**src/rtl/calc_pkg.sv**
```systemverilog
// Shared definitions for the calculator UART frame: receiver FSM states,
// ASCII codes the calculator core understands, and the default line rate.
package calc_pkg;

    localparam int DEF_CLK_FREQ = 100_000_000;
    localparam int DEF_BAUD     = 9600;

    typedef enum logic [2:0] {
        ST_IDLE  = 3'd0,
        ST_START = 3'd1,
        ST_DATA  = 3'd2,
        ST_STOP  = 3'd3,
        ST_BRK   = 3'd4
    } rx_state_e;

    localparam logic [7:0] ASCII_0     = 8'h30;
    localparam logic [7:0] ASCII_9     = 8'h39;
    localparam logic [7:0] ASCII_PLUS  = 8'h2B;
    localparam logic [7:0] ASCII_MINUS = 8'h2D;
    localparam logic [7:0] ASCII_STAR  = 8'h2A;
    localparam logic [7:0] ASCII_EQ    = 8'h3D;
    localparam logic [7:0] ASCII_CR    = 8'h0D;

    // Three-tap majority vote used for mid-bit sampling.
    function automatic logic maj3(input logic a, input logic b, input logic c);
        return (a & b) | (a & c) | (b & c);
    endfunction

endpackage

```
**src/rtl/baud_tick_gen.sv**
```systemverilog
// Free-running divide-by-DIV tick generator with a synchronous restart so
// that the tick phase can be realigned to an incoming start-bit edge.
module baud_tick_gen #(
    parameter int DIV = 651
) (
    input  logic clk,
    input  logic reset,
    input  logic restart,
    output logic tick
);

    localparam int            CW   = (DIV > 1) ? $clog2(DIV) : 1;
    localparam logic [CW-1:0] LAST = CW'(DIV - 1);

    logic [CW-1:0] cnt_q, cnt_d;
    logic          tick_q, tick_d;

    // Next count and next tick; the tick flop is high exactly while the count sits on its last value.
    always_comb begin
        cnt_d  = cnt_q;
        tick_d = 1'b0;
        if (restart) begin
            cnt_d = '0;
        end else if (cnt_q == LAST) begin
            cnt_d = '0;
        end else begin
            cnt_d = cnt_q + CW'(1);
        end
        tick_d = (!restart) && (cnt_d == LAST);
    end

    // Counter and tick registers.
    always_ff @(posedge clk) begin
        if (reset) begin
            cnt_q  <= '0;
            tick_q <= 1'b0;
        end else begin
            cnt_q  <= cnt_d;
            tick_q <= tick_d;
        end
    end

    assign tick = tick_q;

endmodule

```
**src/rtl/uart_rx_calc.sv**
```systemverilog
// 8N1 UART receiver feeding the calculator core: 2-flop synchroniser,
// 16x oversampling, 3-tap mid-bit vote, framing-error detection with a
// break-wait state so a held-low line reports only one error.
module uart_rx_calc
    import calc_pkg::*;
#(
    parameter int CLK_FREQ = DEF_CLK_FREQ,
    parameter int BAUD     = DEF_BAUD,
    parameter int N        = 8,
    parameter int OVS      = 16
) (
    input  logic         clk,
    input  logic         reset,
    input  logic         rxd_pin,
    output logic [N-1:0] rx_data,
    output logic         rx_valid,
    output logic         frame_err,
    output logic         busy,
    output logic [3:0]   led
);

    localparam int         DIV      = CLK_FREQ / (BAUD * OVS);
    localparam int         BW       = (N > 1) ? $clog2(N) : 1;
    localparam logic [3:0] OVS_LAST = 4'(OVS - 1);
    localparam logic [3:0] VOTE_A   = 4'(OVS / 2 - 1);
    localparam logic [3:0] VOTE_B   = 4'(OVS / 2);
    localparam logic [3:0] VOTE_C   = 4'(OVS / 2 + 1);
    localparam logic [BW-1:0] BIT_LAST = BW'(N - 1);

    rx_state_e     state_q, state_d;
    logic          meta_q, rxs_q;
    logic [3:0]    ovs_q, ovs_d;
    logic [BW-1:0] bit_idx_q, bit_idx_d;
    logic [N-1:0]  shift_q, shift_d;
    logic          tap_a_q, tap_a_d, tap_b_q, tap_b_d;
    logic [N-1:0]  rx_data_q, rx_data_d;
    logic [3:0]    led_q, led_d;
    logic          rx_valid_q, rx_valid_d;
    logic          frame_err_q, frame_err_d;
    logic          busy_q, busy_d;

    logic          rxs_s, tick_s, restart_s, vote_s, mid_s, bit_end_s;
    logic [3:0]    ovs_next_s;

    baud_tick_gen #(.DIV(DIV)) u_tick (
        .clk     (clk),
        .reset   (reset),
        .restart (restart_s),
        .tick    (tick_s)
    );

    assign rxs_s      = rxs_q;
    assign vote_s     = maj3(tap_a_q, tap_b_q, rxs_s);
    assign mid_s      = tick_s && (ovs_q == VOTE_C);
    assign bit_end_s  = tick_s && (ovs_q == OVS_LAST);
    assign ovs_next_s = (ovs_q == OVS_LAST) ? 4'd0 : (ovs_q + 4'd1);

    // Next-state logic: bit timing, vote capture, shifting and output pulses.
    always_comb begin
        state_d     = state_q;
        ovs_d       = ovs_q;
        bit_idx_d   = bit_idx_q;
        shift_d     = shift_q;
        tap_a_d     = tap_a_q;
        tap_b_d     = tap_b_q;
        rx_data_d   = rx_data_q;
        led_d       = led_q;
        rx_valid_d  = 1'b0;
        frame_err_d = 1'b0;
        restart_s   = 1'b0;

        // First two vote taps are captured in every state; only the mid tick acts on them.
        if (tick_s && (ovs_q == VOTE_A)) begin
            tap_a_d = rxs_s;
        end else begin
            tap_a_d = tap_a_q;
        end
        if (tick_s && (ovs_q == VOTE_B)) begin
            tap_b_d = rxs_s;
        end else begin
            tap_b_d = tap_b_q;
        end

        case (state_q)
            ST_IDLE: begin
                if (!rxs_s) begin
                    state_d   = ST_START;
                    restart_s = 1'b1;
                    ovs_d     = 4'd0;
                end else begin
                    state_d = ST_IDLE;
                end
            end
            ST_START: begin
                if (tick_s) begin
                    ovs_d = ovs_next_s;
                end else begin
                    ovs_d = ovs_q;
                end
                if (mid_s && vote_s) begin
                    state_d = ST_IDLE;       // start bit did not hold: glitch
                end else if (bit_end_s) begin
                    state_d   = ST_DATA;
                    bit_idx_d = '0;
                end else begin
                    state_d = ST_START;
                end
            end
            ST_DATA: begin
                if (tick_s) begin
                    ovs_d = ovs_next_s;
                end else begin
                    ovs_d = ovs_q;
                end
                if (mid_s) begin
                    shift_d = {vote_s, shift_q[N-1:1]};
                end else begin
                    shift_d = shift_q;
                end
                if (bit_end_s) begin
                    if (bit_idx_q == BIT_LAST) begin
                        state_d = ST_STOP;
                    end else begin
                        bit_idx_d = bit_idx_q + BW'(1);
                    end
                end else begin
                    state_d = ST_DATA;
                end
            end
            ST_STOP: begin
                if (tick_s) begin
                    ovs_d = ovs_next_s;
                end else begin
                    ovs_d = ovs_q;
                end
                if (mid_s) begin
                    if (vote_s) begin
                        // Leave half a stop bit early so a back-to-back start edge is caught.
                        rx_data_d  = shift_q;
                        led_d      = shift_q[3:0];
                        rx_valid_d = 1'b1;
                        state_d    = ST_IDLE;
                    end else begin
                        frame_err_d = 1'b1;
                        state_d     = ST_BRK;
                        ovs_d       = 4'd0;
                    end
                end else begin
                    state_d = ST_STOP;
                end
            end
            ST_BRK: begin
                // Require one full bit time of continuous high before rearming.
                if (!rxs_s) begin
                    ovs_d = 4'd0;
                end else if (bit_end_s) begin
                    ovs_d   = 4'd0;
                    state_d = ST_IDLE;
                end else if (tick_s) begin
                    ovs_d = ovs_q + 4'd1;
                end else begin
                    ovs_d = ovs_q;
                end
            end
            default: begin
                state_d = ST_IDLE;
                ovs_d   = 4'd0;
            end
        endcase

        busy_d = (state_d != ST_IDLE);
    end

    // State, synchroniser and output registers.
    always_ff @(posedge clk) begin
        if (reset) begin
            state_q     <= ST_IDLE;
            meta_q      <= 1'b1;
            rxs_q       <= 1'b1;
            ovs_q       <= 4'd0;
            bit_idx_q   <= '0;
            shift_q     <= '0;
            tap_a_q     <= 1'b1;
            tap_b_q     <= 1'b1;
            rx_data_q   <= '0;
            led_q       <= 4'd0;
            rx_valid_q  <= 1'b0;
            frame_err_q <= 1'b0;
            busy_q      <= 1'b0;
        end else begin
            state_q     <= state_d;
            meta_q      <= rxd_pin;
            rxs_q       <= meta_q;
            ovs_q       <= ovs_d;
            bit_idx_q   <= bit_idx_d;
            shift_q     <= shift_d;
            tap_a_q     <= tap_a_d;
            tap_b_q     <= tap_b_d;
            rx_data_q   <= rx_data_d;
            led_q       <= led_d;
            rx_valid_q  <= rx_valid_d;
            frame_err_q <= frame_err_d;
            busy_q      <= busy_d;
        end
    end

    assign rx_data   = rx_data_q;
    assign led       = led_q;
    assign rx_valid  = rx_valid_q;
    assign frame_err = frame_err_q;
    assign busy      = busy_q;

endmodule

```
**config.mk**
```make
export PLATFORM = sky130hd
export DESIGN_NAME = uart_rx_calc
export DESIGN_NICKNAME = d
export VERILOG_FILES = /design/src/rtl/calc_pkg.sv /design/src/rtl/baud_tick_gen.sv /design/src/rtl/uart_rx_calc.sv
export SDC_FILE = /design/constraint.sdc
export NUM_CORES = 1
export LEC_CHECK = 0
export CAP_MARGIN = 20
export CORE_MARGIN = 2
export CORE_UTILIZATION = 30
export DETAILED_ROUTE_END_ITERATION = 7
export SYNTH_ARGS = -nofsm -noshare
export SYNTH_HDL_FRONTEND = slang
export SYNTH_HIERARCHICAL = 1
export SYNTH_SLANG_ARGS = --single-unit
```
**constraint.sdc**
```tcl
create_clock -name clk -period 4 [get_ports clk]
set_input_delay 0.6 -clock clk [delete_from_list [all_inputs] [get_ports clk]]
set_output_delay 0.6 -clock clk [all_outputs]
set_load 0.03 [all_outputs]
```
## After elaboration in Yosys (flattened, before gate mapping)

Cells that the tools add are included.

- Multiplexer cells: 30
- Bitwise gates (word level): 7
- Add/sub/neg operators: 3
- Reduce and logical (&&, ||, !) cells: 16
- Equal/unequal tests: 17

Operators with widths:

| kind | count |
|---|---|
| 4-bit 2-to-1 mux | 8 |
| 3-bit 2-to-1 mux | 10 |
| 10-bit equality test, second input constant | 2 |
| 10-bit 2-to-1 mux | 2 |
| 4-bit one-hot mux with 4 select lines | 1 |
| 3-bit one-hot mux with 5 select lines | 1 |
| 4-bit equality test, second input constant | 3 |
| 10-bit by 1-bit adder with 10-bit output, second input constant | 1 |
| 2-bit != test, second input constant | 5 |
| 3-bit by 2-bit equality test with 1-bit output, second input constant | 2 |
| 3-bit equality test, second input constant | 2 |
| 1-bit logical AND | 6 |
| 3-bit one-hot mux with 2 select lines | 1 |
| 1-bit 2-to-1 mux | 5 |
| 5-bit AND reduction | 1 |
| 4-bit by 1-bit adder with 4-bit output, second input constant | 1 |
| 4-bit by 3-bit equality test with 1-bit output, second input constant | 1 |
| 2-bit 2-to-1 mux | 2 |
| 4-bit by 3-bit != test with 1-bit output, second input constant | 1 |
| 2-bit AND reduction | 2 |
| 3-bit by 1-bit adder with 3-bit output, second input constant | 1 |
| 1-bit AND | 3 |
| 3-bit by 1-bit equality test with 1-bit output, second input constant | 1 |
| 3-bit zero test | 1 |
| 8 further kinds | 10 |

- Bits of input ports: 3
- Logic and storage cells: 88
- Flip-flop bits (word level): 48

## Depth between registers and ports, before layout

Gate-level depths: netlist of run 1.

- Word-level depth: 7
- Mapped depth: 7
- Mapped depth without buffers: 6

## Cells and area by module

Netlist of run 1, hierarchy kept.

Modules (own cells, without submodules):

| module | area each (um2) | instances | seq. area each (um2) | cells each |
|---|---|---|---|---|
| uart_rx_calc | 1602.8 | 1 | 660.6 | 170 |
| baud_tick_gen | 589.3 | 1 | 220.2 | 65 |

## Least setup slack after synthesis of run 1

OpenSTA, ideal clock, no wires.

- Path type: register -> register
- Start point: register u_tick.cnt_q[0]
- End point: register u_tick.tick_q (netlist: u_tick/tick)
- Arrival time: 1.823 ns
- Clock period less this slack: 1.923 ns
- Setup slack: 2.077 ns
- Stages on the path, launching flop included: 8
- Path buffers: 1
- Library setup time: 0.100 ns
- Cells stage by stage: dfxtp_1 > inv_1 > ha_1 > nor3b_1 > a311o_1 > buf_6 > or2_4 > a2111oi_4

- Longest elaborated chain between the ends: 5
- Elaborated cells between the ends (all ways): 6
- Those cells by class: add/sub (1); eq/ne (2); mux (2); reduce/logical (1)

RTL lines:

| element | RTL line | text |
|---|---|---|
| start, declared | baud_tick_gen.sv:15 | `logic [CW-1:0] cnt_q, cnt_d;` |
| start signal, assigned | baud_tick_gen.sv:38 | `cnt_q <= cnt_d;` |
| 10-bit by 1-bit adder with 10-bit output or 10-bit equality test (tied branches) | baud_tick_gen.sv:27, baud_tick_gen.sv:24 |  |
| 10-bit 2-to-1 mux (*) | baud_tick_gen.sv:24 | `end else if (cnt_q == LAST) begin` |
| 10-bit 2-to-1 mux (*) | baud_tick_gen.sv:22 | `if (restart) begin` |
| 10-bit equality test (*) | baud_tick_gen.sv:29 | `tick_d = (!restart) && (cnt_d == LAST);` |
| 1-bit logical AND (*) | baud_tick_gen.sv:29 |  |
| end signal, assigned | baud_tick_gen.sv:39 | `tick_q <= tick_d;` |
| end, declared | baud_tick_gen.sv:16 | `logic tick_q, tick_d;` |

Mark *: on every way between the ends. The rest lies on a longest branch, timed or not.
A chain may end at the register's enable or synchronous reset.

==> results of run 1 <==
==> cells by family after synthesis <==
group / count (synthesis) / synth area share (%)
xor+xnor: 8 / 3.196
simple gates: 91 / 23.40
mux: 17 / 7.819
compound gates: 37 / 13.64
fa+ha+maj: 8 / 4.509
flops: 44 / 40.18
buf+inv: 30 / 7.249
==> layout by cell type, fill, tap and decap left out, drive strengths merged, types with 3 or more instances in the layout <==
cell	instances
nand4	6
xnor2	5
ha	7
a2111oi	3
dfxtp	44
mux2i	16
inv	13
a22o	3
nor2	36
xor2	3
nor4	4
nand4b	4
nor3	5
clkdlybuf4s50	17
a21oi	5
nand3	9
or2	5
nand2	7
clkbuf	5
o21ai	4
==> final cells by class <==
cell class	instances	area (um2)
Timing Repair Buffer	18	177.7
Fill cell	725	4681
Tap cell	99	123.9
Sequential cell	44	880.8
Clock inverter	3	46.29
Multi-Input combinational cell	161	1152
Inverter	12	45.04
Clock buffer	5	68.82
==> power by group through the flow <==
stage / registers (mW) / clock network [mW] / logic (mW)
2_1_floorplan: 0.458 / 0 / 0.0274
3_5_place_dp: 0.461 / 0 / 0.0338
5_1_grt: 0.452 / 0.375 / 0.0382
3_3_place_gp: 0.461 / 0 / 0.0332
4_1_cts: 0.451 / 0.357 / 0.0337
6_report: 0.451 / 0.343 / 0.0335
==> final timing paths <==
kind,slack [ns],endpoint,startpoint,cells past startpoint
worst min-delay path,0.41,rxs_q$_SDFF_PP1_,meta_q$_SDFF_PP1_,1
worst max-delay path,1.86,u_tick/tick$_SDFF_PP0_,reset,5
worst max register to register,1.88,u_tick/tick$_SDFF_PP0_,u_tick/cnt_q[0]$_SDFF_PP0_,6
worst min register to register,0.41,rxs_q$_SDFF_PP1_,meta_q$_SDFF_PP1_,1
==> through the flow <==
stage	area, um2	utilization [%]	instances	hold slack [ns]	setup WS [ns]
global placement	2380	33.16	334	0.3972	1.572
detailed placement	2380	33.16	334	0.3963	1.559
global route	2495	34.77	342	0.4253	1.705
finish	2495	34.77	342	0.4139	1.859
floorplan	2192	-	235	0.3895	2.077
CTS	2495	34.77	342	0.4170	1.870
==> routing by layer <==
metal / GRT usage (%) / vias up / share of wire, %
met5: 0 / - / 0
met4: 2.849 / 0 / 0.33
met3: 2.770 / 2 / 3.4
met2: 18.52 / 26 / 47
met1: 14.26 / 782 / 49
li1: - / 852 / -
==> registers in the layout (all words and copies together) (netlist names) <==
signal / flops
bit_idx_q: 3
busy: 1
frame_err: 1
meta_q: 1
ovs_q: 4
rx_data: 8
rx_valid: 1
rxs_q: 1
shift_q: 8
state_q: 3
tap_a_q: 1
tap_b_q: 1
u_tick/cnt_q: 10
u_tick/tick: 1
==> critical path: stages <==
cell	delay, ns
clkdlybuf4s50_1	0.40
buf_4	0.24
a311o_1	0.49
or2_4	0.30
a2111oi_4	0.30
==> impl_metrics.toml, run 1 <==
[status]
status = "finished clean"

[routing]
wl_per_cell_um = 11.66
drt-total-wl_um = 3987
route.detailed.drc = 0
drt_iter0_drc = 96
drtAntennaViolNets = 0
first_pass_iters = 4
viasPerCell = 4.860
routed-via-count = 1662

[finish]
areaGrowthSynthToFinish_pct = 13.81
num_antenna_cells = 0
fin_nets = 252
drive_above_1_share_pct = 9.877

[logic_synthesis]
async_flop_share_pct = 0
synthTopCellsByArea = "dfxtp_1, mux2i_1, nor2_1"
syn_area_um2 = 2192
ys_seq_area_share_pct = 40.18
ys_warn_count = 6
syn_inst = 235
synth_edf_count = 0
synth_top_cell_area_share_pct = 40.18
dominantRegCellSynth = "dfxtp_1"
synth_most_common_cell = "dfxtp_1"
yosysTopAreaCell = "dfxtp_1"
synth.avg_cell_area_um2 = 9.328
synth_seq_cells = 44
yosysUniqueCellTypes = 60
synth_commonest_cells = "dfxtp_1, nor2_1, mux2i_1, inv_1, nand3_1"
syn_nets = 245

[global_routing]
overflow = 0
grt_pass1_wl_um = 6996
first_global_vias = 1522
grt_max_degree = 35
antenna_found_initial = 0
grt_use_total_pct = 11.07

[hold_path]
hp-class = "flip-flop to flip-flop"

[floorplan]
ios = 18
initial_core_util_pct = 30.55
core-area_um2 = 7176
num_rows = 31
dieWidth_um = 89.48
die_area_um2 = 8007
dieHeight_um = 89.48

[cts]
cts_sinks = 44
cts_setup_buffers = 0
cts_root_buf = "clkbuf_8"
clock_path_buffers = 2
path_clk_slew_ns = 0.08
cts_tree = "done"
clk_latency_ns = 0.29
hold_buffers = 0
cts_resized = 0
htreeDepth = 2
cts_made_buffers = 5

[pwr]
combinationalPowerShare_pct = 4.1
fin_total_pwr_uw = 826.9
p_int_uw = 644.6
power_leakage_nw = 1.000
sw_frac_of_total_pct = 22.05
p_sw_uw = 182.3
clkPwrFrac_pct = 41.4
power.density_nw_per_um2 = 331.4
seq_power_share_pct = 54.5
peakVddDrop_mv = 0.1407

[worst_setup_path]
startpoint_type = "input pin"
path_class = "input pin to flip-flop"
worstSetupEndpointType = "flip-flop"
arrival_ns = 2.34
crit_fanout = 34
cp.required_ns = 4.20

[sta]
slew_headroom_pct = 57.62
slew_viol_final = 0
post-route-period-util_pct = 53.52
setup_violations = 0
fmax_ghz = 0.4671
fin_crit_ns = 2.141
worst_pin_slew_ns = 0.6338
clock_skew_ns = 0.005245
rsz0062_at_grt = "false"
setup_tns_ns = 0
final-hold-violation-count = 0

[placed_design]
hpwl_um = 2777
place.gp.congestion = 0.8172
port-buffer-count = 17

[flow_run]
cap_violations = 0
Power figures use the tool's default switching activity.
==> run 2, diff against run 1 <==
==> constraint.sdc (replaced) <==
create_clock -name clk -period 2.2 [get_ports clk]
set_input_delay 0.33 -clock clk [delete_from_list [all_inputs] [get_ports clk]]
set_output_delay 0.33 -clock clk [all_outputs]
set_load 0.03 [all_outputs]
==> impl_metrics.toml, run 2 (synthesis gave the netlist of run 1 again) <==
[placed_design]
hpwl_um = 2911
place.gp.congestion = 0.8626
port-buffer-count = 17

[global_routing]
antenna_found_initial = 0
first_global_vias = 1532
global_route.usage.met1_pct = 14.72
grt_use_total_pct = 10.87
grtUsageMet2_pct = 17.24
use_met3_pct = 2.770
grt.busiest_layer = "met2"
overflow = 0
grt_max_degree = 33
grt_pass1_wl_um = 7003

[floorplan]
die_area_um2 = 8007
ios = 18
core-area_um2 = 7176
initial_core_util_pct = 30.55
dieHeight_um = 89.48
dieWidth_um = 89.48
num_rows = 31

[pwr]
p_sw_uw = 322.0
power_leakage_nw = 1.013
peakVddDrop_mv = 0.2966
combinationalPowerShare_pct = 4.6
clkPwrFrac_pct = 35.8
sw_frac_of_total_pct = 23.42
seq_power_share_pct = 59.6
p_int_mw = 1.053
power.density_nw_per_um2 = 550.5

[cts]
cts_root_buf = "clkbuf_8"
cts_resized = 0
htreeDepth = 2
cts_setup_buffers = 0
path_clk_slew_ns = 0.08
cts_sinks = 44
clk_latency_ns = 0.29
clock_path_buffers = 2
hold_buffers = 0
cts_tree = "done"
cts_made_buffers = 5

[worst_setup_path]
cp_top_family = "compound AO/OA/AOI/OAI gates"
crit_buf_inv = 1
cp.required_ns = 2.39
arrival_ns = 2.14
rrSetupSlack_ns = 0.26
path_class = "flip-flop to flip-flop"
crit_slowest_cell = "dfxtp_1"
startpoint_type = "flip-flop"
crit_fanout = 8
crit_path_cell_trace = "inv_1, ha_1, nor3b_1, a311o_1, or2_4, a2111oi_4"
crit_path_max_incr_delay_ns = 0.46
worstSetupEndpointType = "flip-flop"
r2r-start = "u_tick/cnt_q[0]$_SDFF_PP0_"
setup.worst_path.start = "u_tick/cnt_q[0]$_SDFF_PP0_"

[sta]
worst_pin_slew_ns = 0.5022
rsz0062_at_grt = "false"
final-hold-violation-count = 0
setup_violations = 0
slew_headroom_pct = 66.21
slew_viol_final = 0
setup_tns_ns = 0
fin_crit_ns = 1.943
post-route-period-util_pct = 88.34
clock_skew_ns = 0.006724
fmax_ghz = 0.5146

[routing]
drt-total-wl_um = 4038
route.detailed.drc = 0
drtAntennaViolNets = 0
routed-via-count = 1656
wl_per_cell_um = 11.67
drt_iter0_drc = 164
viasPerCell = 4.786
first_pass_iters = 4

[finish]
drive_above_1_share_pct = 11.34
areaGrowthSynthToFinish_pct = 13.93
fin_nets = 256
num_antenna_cells = 0
top_register = "u_tick/cnt_q"
final_cell_mix = "dfxtp_1, nor2_1, clkdlybuf4s50_1"
final_common_cell = "dfxtp_1"
fillers = 720
utilization_pct = 34.80
ff_latch_area_um2 = 880.8
largest_register_ffs = 10
multi_input_area_um2 = 1152

[flow_run]
cap_violations = 0

[hold_path]
hp-class = "flip-flop to flip-flop"
min_from = "meta_q$_SDFF_PP1_"

[status]
status = "finished clean"
[run 2: cell types whose count changed in the layout (fill, tap and decap cells not counted)]
cell and delta:
buf_4 +4, bufinv_16 -1, clkinv_2 +2, clkinv_4 +1
clkinvlp_4 -1, inv_6 -1
[run 2: layout make-up]
cell class              count  share of cell area (%)
clock buffers               5                   2.756
inverters                  12                   1.804
flip-flops and latches     44                   35.27
repair buffers             22                   8.317
well taps                  99                   4.960
multi-input cells         161                   46.14
clock inverters             3                  0.7515
[run 2: path summary, 6_finish.rpt]
kind	endpoint	cells past startpoint
hold reg to reg	rxs_q$_SDFF_PP1_	1
setup / recovery	u_tick/tick$_SDFF_PP0_	6
setup reg to reg	u_tick/tick$_SDFF_PP0_	6
hold / removal	rxs_q$_SDFF_PP1_	1
[run 2: metrics by stage]
stage | setup slack (ns) | cell area, um2 | total power [mW] | hold WS, ns | std cells
2_1_floorplan | 0.2772 | 2192 | 0.8828 | 0.3895 | 235
3_3_place_gp | 0.3363 | 2410 | 0.9007 | 0.3965 | 338
3_5_place_dp | 0.3019 | 2410 | 0.9016 | 0.3962 | 338
4_1_cts | 0.2630 | 2497 | 1.401 | 0.4210 | 346
5_1_grt | 0.1560 | 2497 | 1.445 | 0.4270 | 346
6_report | 0.2566 | 2497 | 1.375 | 0.4148 | 346
[run 2: power groups by stage]
stage | Combinational, mW | Sequential, mW | Clock, mW
floorplan | 0.0499 | 0.833 | 0
global placement | 0.0632 | 0.838 | 0
detailed placement | 0.0638 | 0.838 | 0
CTS | 0.0639 | 0.819 | 0.518
global route | 0.0711 | 0.822 | 0.552
finish | 0.0635 | 0.819 | 0.492
[run 2: metal layers]
metal	wire length, um	share of wire [%]	vias to the layer above
met5	0	0	-
met4	19	0.47	0
met3	136	3.4	2
met2	1922	48	30
met1	1959	49	769
li1	-	-	855
[run 2: worst register-to-register path, stage by stage (launching register included)]
cell and delay (ns):
dfxtp_1 0.46, inv_1 0.13, ha_1 0.20, nor3b_1 0.14
a311o_1 0.37, or2_4 0.25, a2111oi_4 0.31
==> run 3, diff against run 2 <==
--- a/config.mk
+++ b/config.mk
@@ -6,9 +6,12 @@
 export NUM_CORES = 1
 export LEC_CHECK = 0
 export CAP_MARGIN = 20
+export CELL_PAD_IN_SITES_DETAIL_PLACEMENT = 0
+export CELL_PAD_IN_SITES_GLOBAL_PLACEMENT = 1
 export CORE_MARGIN = 2
 export CORE_UTILIZATION = 30
 export DETAILED_ROUTE_END_ITERATION = 7
+export PLACE_DENSITY_LB_ADDON = 0.1
 export SYNTH_ARGS = -nofsm -noshare
 export SYNTH_HDL_FRONTEND = slang
 export SYNTH_HIERARCHICAL = 1
==> impl_metrics.toml, run 3 (synthesis gave the netlist of run 1 again) <==
[sta]
rsz0062_at_grt = "false"
fmax_ghz = 0.5528
final-hold-violation-count = 0
slew_headroom_pct = 63.16
post-route-period-util_pct = 82.23
slew_viol_final = 0
fin_crit_ns = 1.809
setup_tns_ns = 0
worst_pin_slew_ns = 0.5475
hold_ws_ns = 0.4193
setup_violations = 0
clock_skew_ns = 0.007501

[finish]
top_register = "u_tick/cnt_q"
largest_register_ffs = 10
fillers = 750
areaGrowthSynthToFinish_pct = 15.53
num_antenna_cells = 0
drive_above_1_share_pct = 11.69
fin_nets = 257
final_cell_area_um2 = 2532
final_cell_mix = "dfxtp_1, nor2_1, clkdlybuf4s50_1"
final_common_cell = "dfxtp_1"
utilization_pct = 35.29

[pwr]
clkPwrFrac_pct = 41.8
p_sw_uw = 346.9
power_leakage_nw = 1.024
fin_total_pwr_mw = 1.524
sw_frac_of_total_pct = 22.76
peakVddDrop_mv = 0.3882
seq_power_share_pct = 53.6
p_int_mw = 1.177
power.density_nw_per_um2 = 601.8
combinationalPowerShare_pct = 4.6

[global_routing]
antenna_found_initial = 0
grt_use_total_pct = 11.54
grt_max_degree = 22
grt_pass1_wl_um = 7162
overflow = 0
first_global_vias = 1481

[routing]
drtAntennaViolNets = 0
drt_iter0_drc = 60
wl_per_cell_um = 12.65
routed-via-count = 1649
route.detailed.drc = 0
viasPerCell = 4.752
first_pass_iters = 4
drt-total-wl_um = 4388

[floorplan]
dieHeight_um = 89.48
initial_core_util_pct = 30.55
ios = 18
num_rows = 31
core-area_um2 = 7176
die_area_um2 = 8007
dieWidth_um = 89.48

[hold_path]
hp-class = "flip-flop to flip-flop"
min_from = "meta_q$_SDFF_PP1_"

[cts]
htreeDepth = 2
hold_buffers = 0
cts_setup_buffers = 0
cts_tree = "done"
cts_root_buf = "clkbuf_8"
cts_resized = 0
cts_sinks = 44
clk_latency_ns = 0.30
clock_path_buffers = 2
cts_made_buffers = 5
path_clk_slew_ns = 0.09

[flow_run]
cap_violations = 0

[worst_setup_path]
cp.required_ns = 2.45
r2r-start = "ovs_q[0]$_SDFFE_PP0P_"
worstSetupEndpointType = "flip-flop"
path_class = "flip-flop to flip-flop"
setup.worst_path.start = "ovs_q[0]$_SDFFE_PP0P_"
crit_fanout = 8
startpoint_type = "flip-flop"
arrival_ns = 2.06

[placed_design]
placed_area_um2 = 2417
port-buffer-count = 17
hpwl_um = 3125
place.gp.congestion = 0.7567

[status]
status = "finished clean"
run 3: cell types whose count changed in the layout (fill, tap and decap cells not counted), sizes merged:
cell | previous run | this run
buf | 5 | 6
clkinv | 3 | 0
inv | 12 | 13
clkinvlp | 0 | 1
bufinv | 0 | 1
run 3: metrics by stage:
step | std cells | setup WS (ns)
5_1_grt | 347 | 0.2671
4_1_cts | 347 | 0.3862
6_report | 347 | 0.3909
2_1_floorplan | 235 | 0.2772
3_5_place_dp | 339 | 0.3846
3_3_place_gp | 339 | 0.4069
run 3: worst paths after layout:
check	end	slack, ns	cells after the start
max reg2reg	ovs_q[3]$_SDFFE_PP0P_	0.39	5
min	rxs_q$_SDFF_PP1_	0.42	1
min reg2reg	rxs_q$_SDFF_PP1_	0.42	1
max	ovs_q[3]$_SDFFE_PP0P_	0.39	5
run 3: worst max-delay path, stage by stage (launching register included):
cell and delay (ns):
dfxtp_1 0.36, ha_1 0.31, and4_4 0.25, or4b_4 0.53
o22ai_1 0.17, o32a_2 0.15
run 3: per-layer routing:
layer | track usage (%) | part of all wire [%] | vias up
met2 | 18.52 | 47 | 20
met4 | 3.664 | 1.3 | 0
met5 | 0 | 0 | -
li1 | - | - | 862
met1 | 15.12 | 49 | 763
met3 | 3.047 | 2.4 | 4
run 3: layout make-up:
type | count | area [um2] | share of cell area, %
clock buffer | 5 | 68.82 | 2.717
clock inverter | 3 | 46.29 | 1.828
inverter | 12 | 45.04 | 1.779
multi-input combinational | 161 | 1152 | 45.50
sequential | 44 | 880.8 | 34.78
tap | 99 | 123.9 | 4.891
timing repair buffer | 23 | 215.2 | 8.498
run 3: power groups by stage:
| stage | combinational [mW] | sequential, mW | clock, mW |
|---|---|---|---|
| floorplan | 0.0499 | 0.833 | 0 |
| global placement | 0.0735 | 0.836 | 0 |
| detailed placement | 0.0722 | 0.836 | 0 |
| CTS | 0.0726 | 0.818 | 0.667 |
| global route | 0.0788 | 0.820 | 0.704 |
| finish | 0.0707 | 0.817 | 0.636 |
